### src/rtl/vga_sync_gen_if.sv
// ----------------------------------------------------------------------------
// vga_sync_gen_if
//   Bundle of raster timing signals produced by vga_sync_gen and consumed by
//   the object/shape generators and the video output stage.
//
//   Signals
//     HCount       10  current pixel column
//     VCount       10  current line
//     hsync        1   horizontal sync, active low
//     vsync        1   vertical sync, active low
//     video_on     1   high inside the visible area
//     pixel_tick   1   one-clk pulse per pixel period
//     frame_start  1   one-clk pulse when the counts wrap to (0,0)
//
//   Modports
//     master  timing generator (drives everything)
//     slave   pixel pipeline (observes everything)
// ----------------------------------------------------------------------------
interface vga_sync_gen_if;
  logic [9:0] HCount;
  logic [9:0] VCount;
  logic       hsync;
  logic       vsync;
  logic       video_on;
  logic       pixel_tick;
  logic       frame_start;

  modport master (
    output HCount, VCount, hsync, vsync, video_on, pixel_tick, frame_start
  );

  modport slave (
    input HCount, VCount, hsync, vsync, video_on, pixel_tick, frame_start
  );
endinterface

### src/rtl/vga_sync_gen.sv
// ----------------------------------------------------------------------------
// vga_sync_gen
//   Raster timing generator. Divides the system clock down to a pixel rate,
//   walks HCount/VCount across the full raster (visible area plus porches and
//   sync), and produces hsync/vsync/video_on plus pixel_tick and frame_start
//   strobes. Defaults give 640x480@60 Hz from a 50 MHz clock.
//
//   Ports
//     clk    in   system clock, all state on its rising edge
//     reset  in   synchronous, active-high; aborts any frame in progress
//     vga    master modport of vga_sync_gen_if carrying all timing outputs
// ----------------------------------------------------------------------------
module vga_sync_gen #(
  parameter int H_DISPLAY = 640,
  parameter int H_FRONT   = 16,
  parameter int H_SYNC    = 96,
  parameter int H_BACK    = 48,
  parameter int V_DISPLAY = 480,
  parameter int V_FRONT   = 10,
  parameter int V_SYNC    = 2,
  parameter int V_BACK    = 33,
  parameter int CLK_DIV   = 2
) (
  input  logic           clk,
  input  logic           reset,
  vga_sync_gen_if.master vga
);

  localparam int H_TOTAL = H_DISPLAY + H_FRONT + H_SYNC + H_BACK;
  localparam int V_TOTAL = V_DISPLAY + V_FRONT + V_SYNC + V_BACK;

  // The counters are 10 bits wide, so a raster that does not fit is rejected
  // at elaboration rather than silently aliasing.
  generate
    if (H_TOTAL > 1024 || V_TOTAL > 1024) begin : g_bad_total
      $error("vga_sync_gen: H_TOTAL and V_TOTAL must be <= 1024");
    end
    if (CLK_DIV < 1) begin : g_bad_div
      $error("vga_sync_gen: CLK_DIV must be >= 1");
    end
  endgenerate

  localparam int DIV_W = (CLK_DIV > 1) ? $clog2(CLK_DIV) : 1;

  localparam logic [DIV_W-1:0] DIV_LAST = DIV_W'(CLK_DIV - 1);
  localparam logic [9:0] H_LAST   = 10'(H_TOTAL - 1);
  localparam logic [9:0] V_LAST   = 10'(V_TOTAL - 1);
  localparam logic [9:0] H_VIS    = 10'(H_DISPLAY);
  localparam logic [9:0] V_VIS    = 10'(V_DISPLAY);
  localparam logic [9:0] HS_START = 10'(H_DISPLAY + H_FRONT);
  localparam logic [9:0] HS_END   = 10'(H_DISPLAY + H_FRONT + H_SYNC);
  localparam logic [9:0] VS_START = 10'(V_DISPLAY + V_FRONT);
  localparam logic [9:0] VS_END   = 10'(V_DISPLAY + V_FRONT + V_SYNC);

  logic [DIV_W-1:0] div;
  logic             advance;
  logic [9:0]       h_next;
  logic [9:0]       v_next;
  logic             wrap_frame;

  // Next-state counts. Everything registered below is derived from these so
  // that the sync/blanking decodes land in the same clk as the counts.
  always_comb begin
    advance    = (div == DIV_LAST);
    h_next     = vga.HCount;
    v_next     = vga.VCount;
    wrap_frame = 1'b0;
    if (advance) begin
      if (vga.HCount == H_LAST) begin
        h_next = 10'd0;
        if (vga.VCount == V_LAST) begin
          v_next     = 10'd0;
          wrap_frame = 1'b1;
        end else begin
          v_next = vga.VCount + 10'd1;
        end
      end else begin
        h_next = vga.HCount + 10'd1;
      end
    end
  end

  // Divider, counters and registered decodes. vsync only looks at the line
  // count, so it spans whole lines regardless of the horizontal position.
  always_ff @(posedge clk) begin
    if (reset) begin
      div             <= '0;
      vga.HCount      <= 10'd0;
      vga.VCount      <= 10'd0;
      vga.hsync       <= 1'b1;
      vga.vsync       <= 1'b1;
      vga.video_on    <= 1'b0;
      vga.pixel_tick  <= 1'b0;
      vga.frame_start <= 1'b0;
    end else begin
      div             <= advance ? '0 : div + 1'b1;
      vga.HCount      <= h_next;
      vga.VCount      <= v_next;
      vga.hsync       <= !((h_next >= HS_START) && (h_next < HS_END));
      vga.vsync       <= !((v_next >= VS_START) && (v_next < VS_END));
      vga.video_on    <= (h_next < H_VIS) && (v_next < V_VIS);
      vga.pixel_tick  <= advance;
      vga.frame_start <= wrap_frame;
    end
  end

endmodule

### src/flat_wrapper.sv
// flat-port wrapper written by rule: the top's interface ports become plain ports
module vga_sync_gen_flat 
#(
  parameter int H_DISPLAY = 640,
  parameter int H_FRONT   = 16,
  parameter int H_SYNC    = 96,
  parameter int H_BACK    = 48,
  parameter int V_DISPLAY = 480,
  parameter int V_FRONT   = 10,
  parameter int V_SYNC    = 2,
  parameter int V_BACK    = 33,
  parameter int CLK_DIV   = 2
)
  (clk, reset, vga_HCount, vga_VCount, vga_hsync, vga_vsync, vga_video_on, vga_pixel_tick, vga_frame_start);
  vga_sync_gen_if vga_i ();
  input  logic clk;
  input  logic reset;
  output wire logic [$bits(vga_i.HCount)-1:0] vga_HCount;
  output wire logic [$bits(vga_i.VCount)-1:0] vga_VCount;
  output wire logic [$bits(vga_i.hsync)-1:0] vga_hsync;
  output wire logic [$bits(vga_i.vsync)-1:0] vga_vsync;
  output wire logic [$bits(vga_i.video_on)-1:0] vga_video_on;
  output wire logic [$bits(vga_i.pixel_tick)-1:0] vga_pixel_tick;
  output wire logic [$bits(vga_i.frame_start)-1:0] vga_frame_start;
  assign vga_HCount = vga_i.HCount;
  assign vga_VCount = vga_i.VCount;
  assign vga_hsync = vga_i.hsync;
  assign vga_vsync = vga_i.vsync;
  assign vga_video_on = vga_i.video_on;
  assign vga_pixel_tick = vga_i.pixel_tick;
  assign vga_frame_start = vga_i.frame_start;
  vga_sync_gen #(.H_DISPLAY(H_DISPLAY), .H_FRONT(H_FRONT), .H_SYNC(H_SYNC), .H_BACK(H_BACK), .V_DISPLAY(V_DISPLAY), .V_FRONT(V_FRONT), .V_SYNC(V_SYNC), .V_BACK(V_BACK), .CLK_DIV(CLK_DIV)) u_core (.clk(clk), .reset(reset), .vga(vga_i));
endmodule
### config.mk
export PLATFORM = sky130hd
export DESIGN_NAME = vga_sync_gen_flat
export DESIGN_NICKNAME = d
export VERILOG_FILES = /design/src/rtl/vga_sync_gen_if.sv /design/src/rtl/vga_sync_gen.sv /design/src/flat_wrapper.sv
export SDC_FILE = /design/constraint.sdc
export NUM_CORES = 1
export LEC_CHECK = 0
export ABC_AREA = 1
export BUFFER_PORTS_ARGS = -buffer_cell sky130_fd_sc_hd__buf_4
export CAP_MARGIN = 30
export CORE_MARGIN = 4
export CORE_UTILIZATION = 35
export CTS_BUF_LIST = sky130_fd_sc_hd__clkbuf_16
export DETAILED_ROUTE_END_ITERATION = 8
export GPL_ROUTABILITY_DRIVEN = 1
export HOLD_SLACK_MARGIN = 0.1
export SLEW_MARGIN = 20
export SYNTH_ARGS = -nofsm -noshare
export SYNTH_HDL_FRONTEND = slang
export SYNTH_SLANG_ARGS = --single-unit
### constraint.sdc
create_clock -name clk -period 3.85 [get_ports clk]
set_clock_uncertainty 0.15 [all_clocks]
set_input_delay 0.9625 -clock clk [delete_from_list [all_inputs] [get_ports clk]]
set_output_delay 0.9625 -clock clk [all_outputs]
set_load 0.02 [all_outputs]
==> impl_metrics.env, run 1 <==
export IMPL_synthArstFlopShare_pct=0
export IMPL_period_minus_slack_ns=2.12
export IMPL_ios=27
export IMPL_wl_per_cell_um=12.1
export IMPL_fmax_mhz=472
export IMPL_clock_sinks=26
export IMPL_synth_top_area_share_pct=34.3
export IMPL_postCtsSetupBuffers=0
export IMPL_overflow=0
export IMPL_grt_max_degree=21
export IMPL_ys_seq_area_share_pct=34.3
export IMPL_endpoint_kind="flip-flop"
export IMPL_post_route_period_util_pct=55.1
export IMPL_seqPwrFrac_pct=46.7
export IMPL_wirelength_mm=3.66
export IMPL_finalSetupViolCount=0
export IMPL_cp_arrival_ns=2.13
export IMPL_worst_pin_slew_ns=0.673
export IMPL_worstPathRequired_ns=3.86
export IMPL_syn_inst=227
export IMPL_synth_seq_cells=26
export IMPL_synth_common_cells="nand2_1 (55), nor2_1 (38), inv_1 (32)"
export IMPL_setup_tns_final_ns=0
export IMPL_hpwl_mm=2.86
export IMPL_ys_flop_type="dfxtp_1"
export IMPL_hold_viol=0
export IMPL_avgSynthCellArea_sq_um=6.68
export IMPL_cts_repair_resized=0
export IMPL_clkPwrFrac_pct=50.0
export IMPL_final_max_slew_viol_count=0
export IMPL_dieHeight_um=73.8
export IMPL_yosysWarnings=0
export IMPL_h_tree_depth=1
export IMPL_synth_net_count=232
export IMPL_gp_congestion=0.898
export IMPL_diodes=0
export IMPL_grt_usage_pct=14.4
export IMPL_path_class="reg -> reg"
export IMPL_die_w_um=73.8
export IMPL_portBuffers=26
export IMPL_grt_pass1_wl_mm=6.20
export IMPL_fin_nets=259
export IMPL_grt_pass1_vias=1345
export IMPL_start_util_pct=37.1
export IMPL_holdWs_ns=0.377
export IMPL_tritoncts="yes"
export IMPL_p_int_w=0.000486
export IMPL_placed_cells=299
export IMPL_dr_total_vias=1482
export IMPL_area_growth_pct=22.6
export IMPL_outcome="completed"
export IMPL_ys_types=26
export IMPL_core_area_sq_um=4090
export IMPL_maxCapViolCount=0
export IMPL_synth_edf_count=0
export IMPL_finalNonFillerCells=303
export IMPL_power_switching_w=0.000111
export IMPL_vias_per_cell=4.89
export IMPL_synth_area_sq_um=1520
export IMPL_p_per_area_nw_per_um2=321
export IMPL_nFillCells=439
export IMPL_dieArea_sq_um=5450
export IMPL_rsz0062_at_grt="false"
export IMPL_p_sw_share_pct=18.7
export IMPL_yosysTopAreaCell="dfxtp_1"
export IMPL_path_max_fanout=20
export IMPL_drt_antenna_violating_nets=0
export IMPL_num_rows=23
export IMPL_path_clk_slew_ns=0.06
export IMPL_insertion_delay_ns=0.26
export IMPL_cts_buffer_depth=2
export IMPL_drcViolationCount=0
export IMPL_final_util_pct=45.5
export IMPL_combPwrFrac_pct=3.4
export IMPL_yosysMostFrequentCell="nand2_1"
export IMPL_drt_initial_drc_count=106
export IMPL_first_pass_iters=4
export IMPL_cts_hold_buf=0
export IMPL_hold_class="reg -> reg"
export IMPL_synthTopCellsByArea="dfxtp_1 (34%), nand2_1 (14%), nor2_1 (9.4%)"
export IMPL_cts_root_buffer="clkbuf_16"
export IMPL_cts_buffers=3
export IMPL_timing_slew_headroom_pct=55.1
export IMPL_worst_ir_drop_vdd_mv=0.219
export IMPL_total_power_w=0.000597
export IMPL_cp_start_kind="flip-flop"
export IMPL_final_layout_size_suffix_gt1_share_pct=18.6
export IMPL_grt_antenna_before_repair=0
export IMPL_power_leakage_nw=0.910
cell type report:
class / count / area, sq um / share of cell area [%]
Inverter: 33 / 124 / 6.66
Multi-Input combinational cell: 164 / 852 / 45.8
Tap cell: 50 / 62.6 / 3.36
Sequential cell: 26 / 520 / 28.0
Clock inverter: 1 / 30.0 / 1.62
Clock buffer: 3 / 75.1 / 4.04
Timing Repair Buffer: 26 / 195 / 10.5
worst paths after layout:
kind	startpoint	endpoint	slack [ns]	cells after the start
worst max-delay path	u_core.advance$_SDFF_PP0_	u_core.vga.video_on$_SDFF_PP0_	1.73	9
worst min-delay path	u_core.vga.HCount[1]$_SDFF_PP0_	u_core.vga.HCount[1]$_SDFF_PP0_	0.38	1
worst max register to register	u_core.advance$_SDFF_PP0_	u_core.vga.video_on$_SDFF_PP0_	1.73	9
worst min register to register	u_core.vga.HCount[1]$_SDFF_PP0_	u_core.vga.HCount[1]$_SDFF_PP0_	0.38	1
cell usage in the layout (no fill, tap or decap), types with 3 or more instances in the layout:
master	instances
ha_1	3
nor2_1	38
nand3_1	24
o21ai_0	4
nand2_2	5
nor2_2	3
nor3_1	5
xor2_1	3
dfxtp_1	26
buf_4	26
inv_1	32
clkbuf_16	3
nand4_1	12
nand2_1	55
metrics by stage:
step                      area, sq um  setup WS [ns]
after floorplan                  1520           1.93
after global placement           1750           1.71
after detailed placement         1750           1.72
after CTS                        1860           1.73
after global routing             1860           1.52
final                            1860           1.73
registers in the layout, indices dropped and copies added, names as in the netlist:
| signal | cells |
|---|---|
| u_core.vga.frame_start | 1 |
| u_core.advance | 1 |
| u_core.vga.hsync | 1 |
| u_core.vga.vsync | 1 |
| u_core.vga.VCount | 10 |
| u_core.vga.video_on | 1 |
| u_core.vga.pixel_tick | 1 |
| u_core.vga.HCount | 10 |
layer usage:
metal | track usage (%) | vias up | wire, um
li1 | - | 783 | -
met1 | 19.8 | 673 | 1750
met2 | 23.4 | 24 | 1710
met3 | 2.74 | 2 | 160
met4 | 3.02 | 0 | 36
met5 | 0 | - | 0
power groups by stage:
stage	sequential [W]	clock (W)	combinational [W]
after CTS	0.000279	0.000308	0.0000206
after global routing	0.000279	0.000317	0.0000223
after detailed placement	0.000285	0	0.0000204
final	0.000279	0.000299	0.0000201
after floorplan	0.000284	0	0.0000133
after global placement	0.000285	0	0.0000209
critical path, cell delays in order (launching register included):
cell     delay [ns]
dfxtp_1        0.75
inv_1          0.29
nor2_8         0.27
nand3_1        0.10
nand2_1        0.10
inv_1          0.06
nor2_2         0.07
nand3_1        0.10
nand2_1        0.07
inv_1          0.03
cells by family after synthesis:
logic type | after synthesis | share of synthesized area, %
simple gates | 149 | 48.0
buf+inv | 37 | 9.49
flops | 26 | 34.3
compound gates | 8 | 3.38
xor+xnor | 4 | 2.31
fa+ha+maj | 3 | 2.48
Power figures use the tool's default switching activity.
==> run 2, diff against run 1 <==
==> constraint.sdc (replaced) <==
create_clock -name clk -period 2 [get_ports clk]
set_clock_uncertainty 0.15 [all_clocks]
set_input_delay 0.5 -clock clk [delete_from_list [all_inputs] [get_ports clk]]
set_output_delay 0.5 -clock clk [all_outputs]
set_load 0.02 [all_outputs]
==> run 2 against run 1 <==
Count of clock-buffer cells in the layout is the same. Core utilization grew 1.8 points. Sequential power grew 91%. Register-to-register slack lost 1.6 ns. Worst setup slack lost 1.6 ns. Maximum frequency grew 15%. Non-clock buffer count grew 8. Largest power group is now registers.
==> impl_metrics.env, run 2 (synthesized netlist as in run 1, its figures left out) <==
export IMPL_worst_ir_drop_vdd_mv=0.348
export IMPL_wl_per_cell_um=11.8
export IMPL_first_pass_iters=4
export IMPL_cp_cell_sequence="ha_4 -> nand2_4 -> nor2_8 -> buf_4 -> nand3_1 -> nand2_1 -> nand2_1 -> nor2_1 -> nor2_1 -> nor2_1 -> nor2_2 -> nand2_1 -> inv_1"
export IMPL_insertion_delay_ns=0.26
export IMPL_period_minus_slack_ns=1.84
export IMPL_dieArea_sq_um=5450
export IMPL_rsz0062_at_grt="false"
export IMPL_ff2ff_setup_slack_ns=0.16
export IMPL_wl_met3_um=153
export IMPL_overflow=0
export IMPL_h_tree_depth=1
export IMPL_grt_antenna_before_repair=0
export IMPL_start_util_pct=37.1
export IMPL_grt_usage_pct=15.0
export IMPL_drcViolationCount=0
export IMPL_hp_start="u_core.vga.HCount[1]$_SDFF_PP0_"
export IMPL_largestRegisters="u_core.vga.HCount x10, u_core.vga.VCount x10"
export IMPL_diodes=0
export IMPL_ios=27
export IMPL_grt_pass1_wl_mm=6.31
export IMPL_fin_nets=267
export IMPL_wl_met1_mm=1.79
export IMPL_path_class="reg -> reg"
export IMPL_cts_buffer_depth=2
export IMPL_worst_pin_slew_ns=0.282
export IMPL_cpMaxStageDelayCell="dfxtp_4"
export IMPL_grt_pass1_vias=1383
export IMPL_total_power_w=0.00104
export IMPL_path_max_fanout=6
export IMPL_hpwl_mm=2.89
export IMPL_p_per_area_nw_per_um2=540
export IMPL_timing_slew_headroom_pct=81.1
export IMPL_outcome="completed"
export IMPL_worstReg2RegStart="u_core.vga.HCount[1]$_SDFF_PP0_"
export IMPL_nFillCells=429
export IMPL_num_rows=23
export IMPL_gp_congestion=0.849
export IMPL_dr_total_vias=1466
export IMPL_vias_per_cell=4.71
export IMPL_tritoncts="yes"
export IMPL_cp_arrival_ns=1.85
export IMPL_wirelength_mm=3.66
export IMPL_drt_antenna_violating_nets=0
export IMPL_cp_start_kind="flip-flop"
export IMPL_cts_buffers=3
export IMPL_path_clk_slew_ns=0.07
export IMPL_final_layout_size_suffix_gt1_share_pct=25.3
export IMPL_endpoint_kind="flip-flop"
export IMPL_power_leakage_nw=0.945
export IMPL_placed_cells=305
export IMPL_layout_commonest_cell="nand2_1"
export IMPL_fmax_mhz=544
export IMPL_top_layer="met4"
export IMPL_hold_viol=0
export IMPL_final_max_slew_viol_count=0
export IMPL_post_route_period_util_pct=92.0
export IMPL_startpoint="u_core.vga.HCount[1]$_SDFF_PP0_"
export IMPL_wl_met2_mm=1.67
export IMPL_grt_max_degree=19
export IMPL_hold_class="reg -> reg"
export IMPL_portBuffers=26
export IMPL_drt_initial_drc_count=116
export IMPL_worstPathRequired_ns=2.02
export IMPL_final_cell_mix="nand2_1 (55), nor2_1 (36), buf_4 (34)"
export IMPL_setup_tns_final_ns=0
export IMPL_area_growth_pct=27.4
export IMPL_core_area_sq_um=4090
export IMPL_clock_sinks=26
export IMPL_cts_root_buffer="clkbuf_16"
export IMPL_die_w_um=73.8
export IMPL_slowest_delay_ns=0.37
export IMPL_finalNonFillerCells=311
export IMPL_maxCapViolCount=0
export IMPL_dieHeight_um=73.8
export IMPL_finalSetupViolCount=0
[run 2: cell types whose count changed in the layout (fill, tap and decap cells not counted), sizes merged]
cell | previous run | this run
bufinv | 1 | 0
buf | 26 | 34
clkinv | 0 | 1
[run 2: worst paths after layout]
path                                      to  cells past startpoint
max           u_core.vga.video_on$_SDFF_PP0_                     13
min          u_core.vga.HCount[1]$_SDFF_PP0_                      1
max reg2reg   u_core.vga.video_on$_SDFF_PP0_                     13
min reg2reg  u_core.vga.HCount[1]$_SDFF_PP0_                      1
[run 2: cell type report]
cell class                 instances  area (sq um)  share of cell area (%)
multi-input combinational        164           880                    45.5
sequential                        26           532                    27.5
timing repair buffer              34           255                    13.2
inverter                          33           124                    6.41
clock buffer                       3          75.1                    3.89
tap                               50          62.6                    3.24
clock inverter                     1          3.75                   0.194
[run 2: critical path: cells and delay by family, from the launching register on]
kind,cells,cell delay [ns]
buffers and inverters,2,0.16
adder cells (fa/ha/maj),1,0.15
flip-flops,1,0.37
AND/OR/NAND/NOR,10,0.91
[run 2: timing repair]
item | in CTS | in global routing
setup endpoints to repair | 0 | 2
resized for setup | 0 | 14
buffers inserted | 0 | 2
hold buffers | 0 | 0
[run 2: stage by stage]
stage	utilization [%]	worst slack (ns)	hold WS (ns)	cell area, sq um
after global placement	44.0	0.100	0.353	1800
after floorplan	-	0.0813	0.421	1520
after global routing	47.3	0.0118	0.384	1930
after CTS	46.0	0.0457	0.394	1880
final	47.3	0.160	0.368	1930
after detailed placement	44.0	0.0591	0.381	1800
[run 2: routing by layer]
layer | track usage, % | up-vias
li1 | - | 788
met3 | 1.92 | 4
met1 | 21.1 | 638
met5 | 0 | -
met2 | 22.6 | 36
met4 | 6.44 | 0
[run 2: power breakdown]
part | internal [W] | switching, W
Sequential | 0.000525 | 0.00000856
Combinational | 0.0000198 | 0.0000324
Clock | 0.000268 | 0.000190
==> run 3, diff against run 2 <==
--- a/config.mk
+++ b/config.mk
@@ -8,7 +8,6 @@
 export ABC_AREA = 1
 export BUFFER_PORTS_ARGS = -buffer_cell sky130_fd_sc_hd__buf_4
 export CAP_MARGIN = 30
-export CORE_MARGIN = 4
 export CORE_UTILIZATION = 35
 export CTS_BUF_LIST = sky130_fd_sc_hd__clkbuf_16
 export DETAILED_ROUTE_END_ITERATION = 8
==> constraint.sdc (replaced) <==
create_clock -name clk -period 2.3 [get_ports clk]
set_clock_uncertainty 0.15 [all_clocks]
set_input_delay 0.575 -clock clk [delete_from_list [all_inputs] [get_ports clk]]
set_output_delay 0.575 -clock clk [all_outputs]
set_load 0.02 [all_outputs]
==> run 3 against run 2 <==
Hold slack improved by 0.0053 ns. Die area fell by 16%. Total power fell by 13%. Sequential cell count did not move. Critical path depth fell by 3. Sequential power fell by 13%. Combinational power fell by 21%. Critical endpoint is now u_core.vga.vsync$_SDFF_PP1_. Largest power group unchanged.
==> impl_metrics.env, run 3 (synthesized netlist as in run 1, its figures left out) <==
export IMPL_path_max_fanout=10
export IMPL_wirelength_mm=3.64
export IMPL_h_tree_depth=1
export IMPL_first_pass_iters=4
export IMPL_grt_antenna_before_repair=0
export IMPL_wl_per_cell_um=11.9
export IMPL_gp_congestion=0.846
export IMPL_hold_viol=0
export IMPL_diodes=0
export IMPL_timing_slew_headroom_pct=71.6
export IMPL_insertion_delay_ns=0.26
export IMPL_placed_cells=301
export IMPL_cts_root_buffer="clkbuf_16"
export IMPL_num_rows=23
export IMPL_grt_pass1_wl_mm=6.07
export IMPL_portBuffers=26
export IMPL_dieArea_sq_um=4600
export IMPL_final_layout_size_suffix_gt1_share_pct=18.8
export IMPL_layout_commonest_cell="nand2_1"
export IMPL_die_w_um=67.8
export IMPL_drcViolationCount=0
export IMPL_dieHeight_um=67.8
export IMPL_worst_ir_drop_vdd_mv=0.234
export IMPL_drt_antenna_violating_nets=0
export IMPL_area_growth_pct=21.9
export IMPL_setup_tns_final_ns=0
export IMPL_overflow=0
export IMPL_cts_hold_buf=0
export IMPL_grt_usage_pct=17.6
export IMPL_nFillCells=441
export IMPL_power_leakage_nw=0.907
export IMPL_post_route_period_util_pct=86.3
export IMPL_vias_per_cell=4.76
export IMPL_hold_class="reg -> reg"
export IMPL_drt_initial_drc_count=110
export IMPL_final_max_slew_viol_count=0
export IMPL_start_util_pct=37.1
export IMPL_largestRegisters="u_core.vga.HCount x10, u_core.vga.VCount x10"
export IMPL_rsz0062_at_grt="false"
export IMPL_finalNonFillerCells=305
export IMPL_fin_nets=261
export IMPL_finalSetupViolCount=0
export IMPL_endpoint_kind="flip-flop"
export IMPL_p_per_area_nw_per_um2=489
export IMPL_final_cell_mix="nand2_1 (55), nor2_1 (38), inv_1 (32)"
export IMPL_finalInstanceArea_sq_um=1850
export IMPL_worstPathRequired_ns=2.30
export IMPL_hpwl_mm=2.81
export IMPL_worst_pin_slew_ns=0.423
export IMPL_ios=27
export IMPL_path_clk_slew_ns=0.07
export IMPL_cp_start_kind="flip-flop"
export IMPL_period_minus_slack_ns=1.98
export IMPL_total_power_w=0.000903
export IMPL_fmax_mhz=504
export IMPL_maxCapViolCount=0
export IMPL_cp_arrival_ns=1.98
export IMPL_dr_total_vias=1452
export IMPL_path_class="reg -> reg"
export IMPL_core_area_sq_um=4090
export IMPL_cts_buffer_depth=2
export IMPL_outcome="completed"
export IMPL_tritoncts="yes"
export IMPL_grt_max_degree=19
export IMPL_grt_pass1_vias=1273
export IMPL_cts_repair_resized=0
export IMPL_clock_sinks=26
export IMPL_postCtsSetupBuffers=0
export IMPL_placed_area_sq_um=1770
export IMPL_cts_buffers=3
[run 3: critical path, cell delays in order (launching register included)]
cell	delay (ns)
dfxtp_1	0.39
ha_1	0.27
nand2_4	0.09
nor2_8	0.16
nand3_4	0.12
nor2_8	0.21
nand3_1	0.10
nand2_1	0.10
nand3_1	0.07
nor2_1	0.13
nand3_1	0.09
[run 3: power breakdown]
| part | internal (W) | switching (W) | leakage (nW) |
|---|---|---|---|
| registers | 0.000456 | 0.00000804 | 0.211 |
| clock network | 0.000233 | 0.000165 | 0.0385 |
| logic | 0.0000144 | 0.0000271 | 0.658 |
[run 3: worst paths after layout]
check / slack, ns / cells after the start / startpoint / endpoint
worst max-delay path: 0.32 / 10 / u_core.vga.HCount[0]$_SDFF_PP0_ / u_core.vga.vsync$_SDFF_PP1_
worst min-delay path: 0.37 / 1 / u_core.vga.HCount[0]$_SDFF_PP0_ / u_core.vga.HCount[0]$_SDFF_PP0_
worst max register to register: 0.32 / 10 / u_core.vga.HCount[0]$_SDFF_PP0_ / u_core.vga.vsync$_SDFF_PP1_
worst min register to register: 0.37 / 1 / u_core.vga.HCount[0]$_SDFF_PP0_ / u_core.vga.HCount[0]$_SDFF_PP0_
[run 3: layout make-up]
type	instances	area, sq um	area share (%)
inverter	33	124	6.70
sequential	26	520	28.2
tap	50	62.6	3.39
multi-input combinational	164	852	46.1
timing repair buffer	28	210	11.4
clock inverter	1	3.75	0.203
clock buffer	3	75.1	4.06
[run 3: per-layer routing]
layer,vias to the layer above,GRT usage (%),wire length (um)
met4,0,3.13,0
li1,780,-,-
met1,654,26.4,1900
met5,-,0,0
met2,18,27.2,1650
met3,0,2.00,83
[run 3: through the flow]
| step | utilization (%) | setup slack (ns) | hold WS (ns) |
|---|---|---|---|
| after floorplan | - | 0.381 | 0.421 |
| after global placement | 43.3 | 0.342 | 0.351 |
| after detailed placement | 43.3 | 0.317 | 0.370 |
| after CTS | 45.2 | 0.281 | 0.377 |
| after global routing | 45.2 | 0.0742 | 0.420 |
| final | 45.2 | 0.316 | 0.373 |
